$ cat src/rtl/udc_pkg.sv
`default_nettype none
// =============================================================================
// Package     : udc_pkg
// Description : Shared types for the parameterised up/down counter. Holds the
//               counting-mode encoding used by the counter top and its
//               next-state calculator.
// Contents    : udc_mode_e   - counting mode (up-wrap, down-wrap, bounce, hold)
//               c_udc_mode_w - bit width of the mode field
// Revision    : 1.0 - initial release
// =============================================================================
package udc_pkg;

    localparam int c_udc_mode_w = 2;

    typedef enum logic [c_udc_mode_w-1:0] {
        UDC_UP     = 2'd0,
        UDC_DOWN   = 2'd1,
        UDC_BOUNCE = 2'd2,
        UDC_HOLD   = 2'd3
    } udc_mode_e;

endpackage
`default_nettype wire

$ cat src/rtl/udc_next_calc.sv
`default_nettype none
// =============================================================================
// Module      : udc_next_calc
// Description : Purely combinational next-state logic for the up/down counter.
//               Given the current count, direction, enable and mode it returns
//               the next count, next direction and the terminal-count flag to
//               be registered on the coming edge.
// Ports       : data      in  WIDTH  current registered count
//               dir       in  1      current registered direction (1 = up)
//               en        in  1      count enable
//               mode      in  2      counting mode (udc_mode_e encoding)
//               next_data out WIDTH  count after this edge
//               next_dir  out 1      direction after this edge
//               next_tc   out 1      terminal-count flag after this edge
// Revision    : 1.0 - initial release
// =============================================================================
module udc_next_calc
    import udc_pkg::*;
#(
    parameter int               WIDTH   = 8,
    parameter logic [WIDTH-1:0] MIN_VAL = '0,
    parameter logic [WIDTH-1:0] MAX_VAL = '1
) (
    input  logic [WIDTH-1:0]        data,
    input  logic                    dir,
    input  logic                    en,
    input  logic [c_udc_mode_w-1:0] mode,
    output logic [WIDTH-1:0]        next_data,
    output logic                    next_dir,
    output logic                    next_tc
);

    localparam logic [WIDTH-1:0] c_one = WIDTH'(1);

    udc_mode_e        w_mode;
    logic             w_step;
    logic             w_lo_ok;
    logic             w_hi_ok;
    logic             w_in_range;
    logic [WIDTH-1:0] w_inc;
    logic [WIDTH-1:0] w_dec;

    assign w_mode     = udc_mode_e'(mode);
    assign w_step     = en && (w_mode != UDC_HOLD);
    assign w_inc      = data + c_one;
    assign w_dec      = data - c_one;
    assign w_in_range = w_lo_ok && w_hi_ok;

    // A limit sitting at the edge of the WIDTH-bit range can never be
    // exceeded, so its comparison is dropped rather than left as a
    // constant-true compare.
    if (MIN_VAL == '0) begin : g_lo_open
        assign w_lo_ok = 1'b1;
    end else begin : g_lo_chk
        assign w_lo_ok = (data >= MIN_VAL);
    end

    if (MAX_VAL == '1) begin : g_hi_open
        assign w_hi_ok = 1'b1;
    end else begin : g_hi_chk
        assign w_hi_ok = (data <= MAX_VAL);
    end

    always_comb begin
        next_data = data;
        next_dir  = dir;
        next_tc   = 1'b0;
        if (w_step) begin
            case (w_mode)
                UDC_UP: begin
                    next_dir  = 1'b1;
                    next_data = (data == MAX_VAL) ? MIN_VAL : w_inc;
                end
                UDC_DOWN: begin
                    next_dir  = 1'b0;
                    next_data = (data == MIN_VAL) ? MAX_VAL : w_dec;
                end
                UDC_BOUNCE: begin
                    // Turn around at a limit; the step after the turn
                    // already moves away from that limit.
                    if (dir) begin
                        if (data == MAX_VAL) begin
                            next_dir  = 1'b0;
                            next_data = w_dec;
                        end else begin
                            next_data = w_inc;
                        end
                    end else begin
                        if (data == MIN_VAL) begin
                            next_dir  = 1'b1;
                            next_data = w_inc;
                        end else begin
                            next_data = w_dec;
                        end
                    end
                end
                UDC_HOLD: begin
                end
            endcase

            if (!w_in_range) begin
                // Recovery from an illegal count is not a counting step,
                // so it never raises tc.
                next_data = MIN_VAL;
                next_tc   = 1'b0;
            end else begin
                // next_dir is the direction of the step just taken.
                next_tc = next_dir ? (next_data == MAX_VAL) : (next_data == MIN_VAL);
            end
        end
    end

endmodule
`default_nettype wire

$ cat src/rtl/param_updown_counter.sv
`default_nettype none
// =============================================================================
// Module      : param_updown_counter
// Description : Parameterised up/down counter with up-wrap, down-wrap, bounce
//               and hold modes, registered direction and a one-cycle
//               terminal-count pulse. Count limits are MIN_VAL..MAX_VAL.
// Ports       : clock    in  1      rising-edge clock
//               areset   in  1      asynchronous active-low reset
//               en       in  1      count enable
//               mode     in  2      0 up-wrap, 1 down-wrap, 2 bounce, 3 hold
//               load     in  1      synchronous load strobe   (UDC_LOAD_EN)
//               load_val in  WIDTH  value to load, clamped    (UDC_LOAD_EN)
//               data     out WIDTH  registered count
//               dir      out 1      registered direction, 1 = up
//               tc       out 1      registered terminal-count pulse
// Config      : define UDC_LOAD_EN to add the load/load_val ports and the
//               load path; without it the ports and logic are absent.
// Revision    : 1.0 - initial release
// =============================================================================
module param_updown_counter
    import udc_pkg::*;
#(
    parameter int WIDTH   = 8,
    parameter int MIN_VAL = 0,
    parameter int MAX_VAL = 2**WIDTH - 1
) (
    input  logic                    clock,
    input  logic                    areset,
    input  logic                    en,
    input  logic [c_udc_mode_w-1:0] mode,
`ifdef UDC_LOAD_EN
    input  logic                    load,
    input  logic [WIDTH-1:0]        load_val,
`endif
    output logic [WIDTH-1:0]        data,
    output logic                    dir,
    output logic                    tc
);

    if ((WIDTH < 1) || (WIDTH > 31) || (MIN_VAL < 0) || (MIN_VAL >= MAX_VAL) ||
        (longint'(MAX_VAL) > ((longint'(1) << WIDTH) - 1))) begin : g_bad_params
        $error("param_updown_counter: need MIN_VAL < MAX_VAL <= 2**WIDTH-1");
    end

    localparam logic [WIDTH-1:0] c_min_val = WIDTH'(MIN_VAL);
    localparam logic [WIDTH-1:0] c_max_val = WIDTH'(MAX_VAL);

    logic [WIDTH-1:0] r_data;
    logic             r_dir;
    logic             r_tc;

    logic [WIDTH-1:0] w_next_data;
    logic             w_next_dir;
    logic             w_next_tc;

    udc_next_calc #(
        .WIDTH   (WIDTH),
        .MIN_VAL (c_min_val),
        .MAX_VAL (c_max_val)
    ) u_next_calc (
        .data      (r_data),
        .dir       (r_dir),
        .en        (en),
        .mode      (mode),
        .next_data (w_next_data),
        .next_dir  (w_next_dir),
        .next_tc   (w_next_tc)
    );

`ifdef UDC_LOAD_EN
    logic             w_load_below;
    logic             w_load_above;
    logic [WIDTH-1:0] w_load_clamped;

    if (MIN_VAL == 0) begin : g_load_lo_open
        assign w_load_below = 1'b0;
    end else begin : g_load_lo_chk
        assign w_load_below = (load_val < c_min_val);
    end

    if (c_max_val == '1) begin : g_load_hi_open
        assign w_load_above = 1'b0;
    end else begin : g_load_hi_chk
        assign w_load_above = (load_val > c_max_val);
    end

    assign w_load_clamped = w_load_below ? c_min_val :
                            w_load_above ? c_max_val : load_val;
`endif

    always_ff @(posedge clock or negedge areset) begin
        if (!areset) begin
            r_data <= c_min_val;
            r_dir  <= 1'b1;
            r_tc   <= 1'b0;
        end else begin
`ifdef UDC_LOAD_EN
            // Load overrides en and mode and leaves the direction alone.
            if (load) begin
                r_data <= w_load_clamped;
                r_tc   <= 1'b0;
            end else begin
                r_data <= w_next_data;
                r_dir  <= w_next_dir;
                r_tc   <= w_next_tc;
            end
`else
            r_data <= w_next_data;
            r_dir  <= w_next_dir;
            r_tc   <= w_next_tc;
`endif
        end
    end

    assign data = r_data;
    assign dir  = r_dir;
    assign tc   = r_tc;

endmodule
`default_nettype wire

$ cat config.mk
export PLATFORM = sky130hd
export DESIGN_NAME = param_updown_counter
export DESIGN_NICKNAME = d
export VERILOG_FILES = /design/src/rtl/udc_pkg.sv /design/src/rtl/udc_next_calc.sv /design/src/rtl/param_updown_counter.sv
export SDC_FILE = /design/constraint.sdc
export NUM_CORES = 1
export LEC_CHECK = 0
export CORE_MARGIN = 2
export CORE_UTILIZATION = 54
export DETAILED_ROUTE_END_ITERATION = 6
export GPL_TIMING_DRIVEN = 0
export PLACE_DENSITY = 0.79
export SYNTH_ARGS = -nofsm -noshare
export SYNTH_HDL_FRONTEND = slang
export SYNTH_SLANG_ARGS = --single-unit
$ cat constraint.sdc
create_clock -name clock -period 3.2 [get_ports clock]
set_clock_uncertainty 0.15 [all_clocks]
set_input_delay 0.32 -clock clock [delete_from_list [all_inputs] [get_ports clock]]
set_output_delay 0.32 -clock clock [all_outputs]
set_load 0.005 [all_outputs]
==> flow_summary_export.csv <==
group,metric,value,unit
worst_setup_path,r2r_cells,8,
timing,slew_headroom,66.4,%
power,combPwrFrac,59.7,%
logic_synthesis,synth_seq_area_share,22.9,%
timing,slew_violations,0,
placement,portBuffers,13,
logic_synthesis,synth-edff-count,0,
floorplanning,die_h,49.1,µm
timing,setup-tns-final,0,ns
run_status,status,"complete, no violations",
detailed_routing,drt_iter0_drc,107,
cts,clk_latency,0.27,ns
placement,gp_congestion,0.963,
floorplanning,ios,15,
cts,cts_tree,"yes",
logic_synthesis,synth_fp_nets,148,
worst_setup_path,worstPathArrival,2.88,ns
timing,max_freq,352,MHz
layout,finalNetCount,166,
floorplanning,core,0.00194,mm²
timing,worst_slew_pin_slew,0.501,ns
cts,cts_setup_buffers,0,
worst_setup_path,crit_path_end,"tc",
logic_synthesis,avgSynthCellArea,7.79,µm²
layout,layout_common_cells,"clkdlybuf4s50_1 (13), nand2_1 (11), o21ai_0 (11), dfrtp_1 (9), a21oi_1 (8)",
detailed_routing,vias,1274,
logic_synthesis,synth_seq_cells,10,
cts,htreeDepth,1,
placement,dpl.hpwl,2.38,mm
floorplanning,die_x,49.1,µm
min_path,hold_path_class,"primary input to asynchronous set/reset pin",
logic_synthesis,synthDistinctLibCells,52,
layout,drive_gt1_share,12.7,%
global_route,grt_antenna_before_repair,0,
power,p_sw_share,46.4,%
logic_synthesis,async_flop_share,100,%
layout,utilization,66.9,%
power,p_seq_share,27.4,%
worst_setup_path,critPathMaxFanout,9,
worst_setup_path,timing.rr.start,"data[1]",
floorplanning,design.die.area,0.00241,mm²
power,p_int,484,µW
detailed_routing,drtPass1Iterations,7,
power,p_leak,0.000480,µW
global_route,grt_pass1_vias,1142,
logic_synthesis,ys_warn_count,0,
power,ir_drop,0.000482,V
detailed_routing,drtAntennaViolNets,0,
layout,final_common_cell,"clkdlybuf4s50_1",
logic_synthesis,synthCells,141,
timing,hold_viol,0,
cts,clkTransAtPathRegs,0.07,ns
cts,cts_sinks,10,
worst_setup_path,r2r_slack,0.36,ns
cts,cts.repair.resized,0,
global_route,grt_pass1_wl,5.37,mm
floorplanning,initial_core_util,56.6,%
flow_run,max_cap_viol_count,0,
layout,area_delta_synth_final,18.2,%
logic_synthesis,yosysTopAreaCell,"dfrtp_1",
detailed_routing,wire_per_inst,17.2,µm
timing,setup_violations,0,
placement,placed_cells,181,
global_route,grt_max_degree,11,
layout,finalInstanceArea,0.00130,mm²
timing,rsz0062_at_grt,"false",
power,pwr-share-clk,12.9,%
logic_synthesis,synth_flop_cell,"dfrtp_1",
worst_setup_path,crit_path_end_kind,"flip-flop",
timing,timing.final.crit_share,88.7,%
worst_setup_path,startpoint,"data[1]",
detailed_routing,vias_per_cell,6.89,
logic_synthesis,synth_top_cell_area_share,20.5,%
placement,placed_cell_area,0.00126,mm²
cts,cts_buffers,3,
worst_setup_path,start_kind,"flip-flop",
power,p_switching,420,µW
layout,num_antenna_cells,0,
global_route,grt.overflow.total,0,
floorplanning,rows,16,
worst_setup_path,crit_type,"flip-flop to flip-flop",
cts,cts_root_buffer,"clkbuf_4",
worst_setup_path,reg2reg_to,"tc",
timing,layout_min_cycle_time,2.84,ns
worst_setup_path,worstPathRequired,3.24,ns
power,power_density,696,mW/mm²
cts,ctsHoldBuffers,0,
logic_synthesis,syn_area,0.00110,mm²
logic_synthesis,synth_top_cells_by_area,"dfrtp_1 (21%), o21ai_0 (5.0%), nand2_1 (3.8%)",
global_route,grt_usage,28.1,%
layout,fin_cells,185,
detailed_routing,wirelength,3.18,mm
cts,clockBufferDepth,2,
detailed_routing,drc,0,
## cells by family after synthesis
family,after synthesis,synth area share (%)
AO/OA/AOI/OAI,49,29.7
XOR/XNOR,5,3.99
adder cells (fa/ha/maj),2,2.28
buffers and inverters,15,5.69
flip-flops,10,22.9
multiplexers,4,3.99
AND/OR/NAND/NOR,56,31.4
## layout make-up
type | instances | area (µm²)
Buffer | 8 | 36.3
Clock buffer | 4 | 36.3
Fill cell | 169 | 643
Inverter | 7 | 26.3
Multi-Input combinational cell | 116 | 785
Sequential cell | 10 | 251
Tap cell | 27 | 33.8
Timing Repair Buffer | 13 | 130
## layer usage
metal | routed length (µm) | vias up | track usage, %
met4 | 107 | 0 | 8.57
li1 | - | 577 | -
met3 | 357 | 17 | 6.44
met5 | 0 | - | 0
met2 | 1430 | 105 | 44.4
met1 | 1280 | 575 | 37.9
## stage by stage
stage               hold WS, ns  setup WS, ns  total power, µW
detailed placement        0.463         0.445              770
global route              0.252         0.147              972
global placement          0.456         0.448              754
finish                    0.208         0.362              904
CTS                       0.228         0.436              889
floorplan                -0.126         0.706              585
## power groups by stage
| stage | combinational [µW] | sequential [µW] | clock [µW] |
|---|---|---|---|
| after floorplan | 351 | 234 | 0 |
| after global placement | 511 | 243 | 0 |
| after detailed placement | 524 | 246 | 0 |
| after CTS | 528 | 244 | 117 |
| after global routing | 592 | 255 | 125 |
| final | 540 | 248 | 117 |
## sequential cells by signal, summed over array words and instances, names as in the netlist
signal  cells
dir         1
data        8
tc          1
## how the worst min path moves through the flow
stage,cells past startpoint,endpoint,startpoint,slack (ns)
after CTS,1,data[0],areset,0.23
after global routing,1,data[0],areset,0.25
after global placement,1,dir,dir,0.46
final,1,data[0],areset,0.21
after floorplan,0,data[0],areset,-0.13
after detailed placement,1,dir,dir,0.46
## Yosys cell counts, types with 3 or more instances
library cell	instances
a211oi_1	3
a21oi_1	8
a221oi_1	3
a31oi_1	4
and3_1	4
clkbuf_1	5
dfrtp_1	9
inv_1	7
mux2_2	3
nand2_1	11
nand3_1	5
nand4_1	3
nor2_1	6
nor2b_1	4
nor3_1	4
o211ai_1	3
o21a_1	3
o21ai_0	11
or3_1	3
xnor2_1	4
## worst max-delay path: stages, from the launching register on
cell and delay [ns]:
dfrtp_1 0.51, ha_1 0.37, nand3_1 0.22, o21ai_1 0.34, a21o_1 0.21, a31oi_1 0.12
a221o_1 0.37, or3_1 0.34, mux2i_1 0.13
Note: power is estimated with default switching activity, not from simulation.
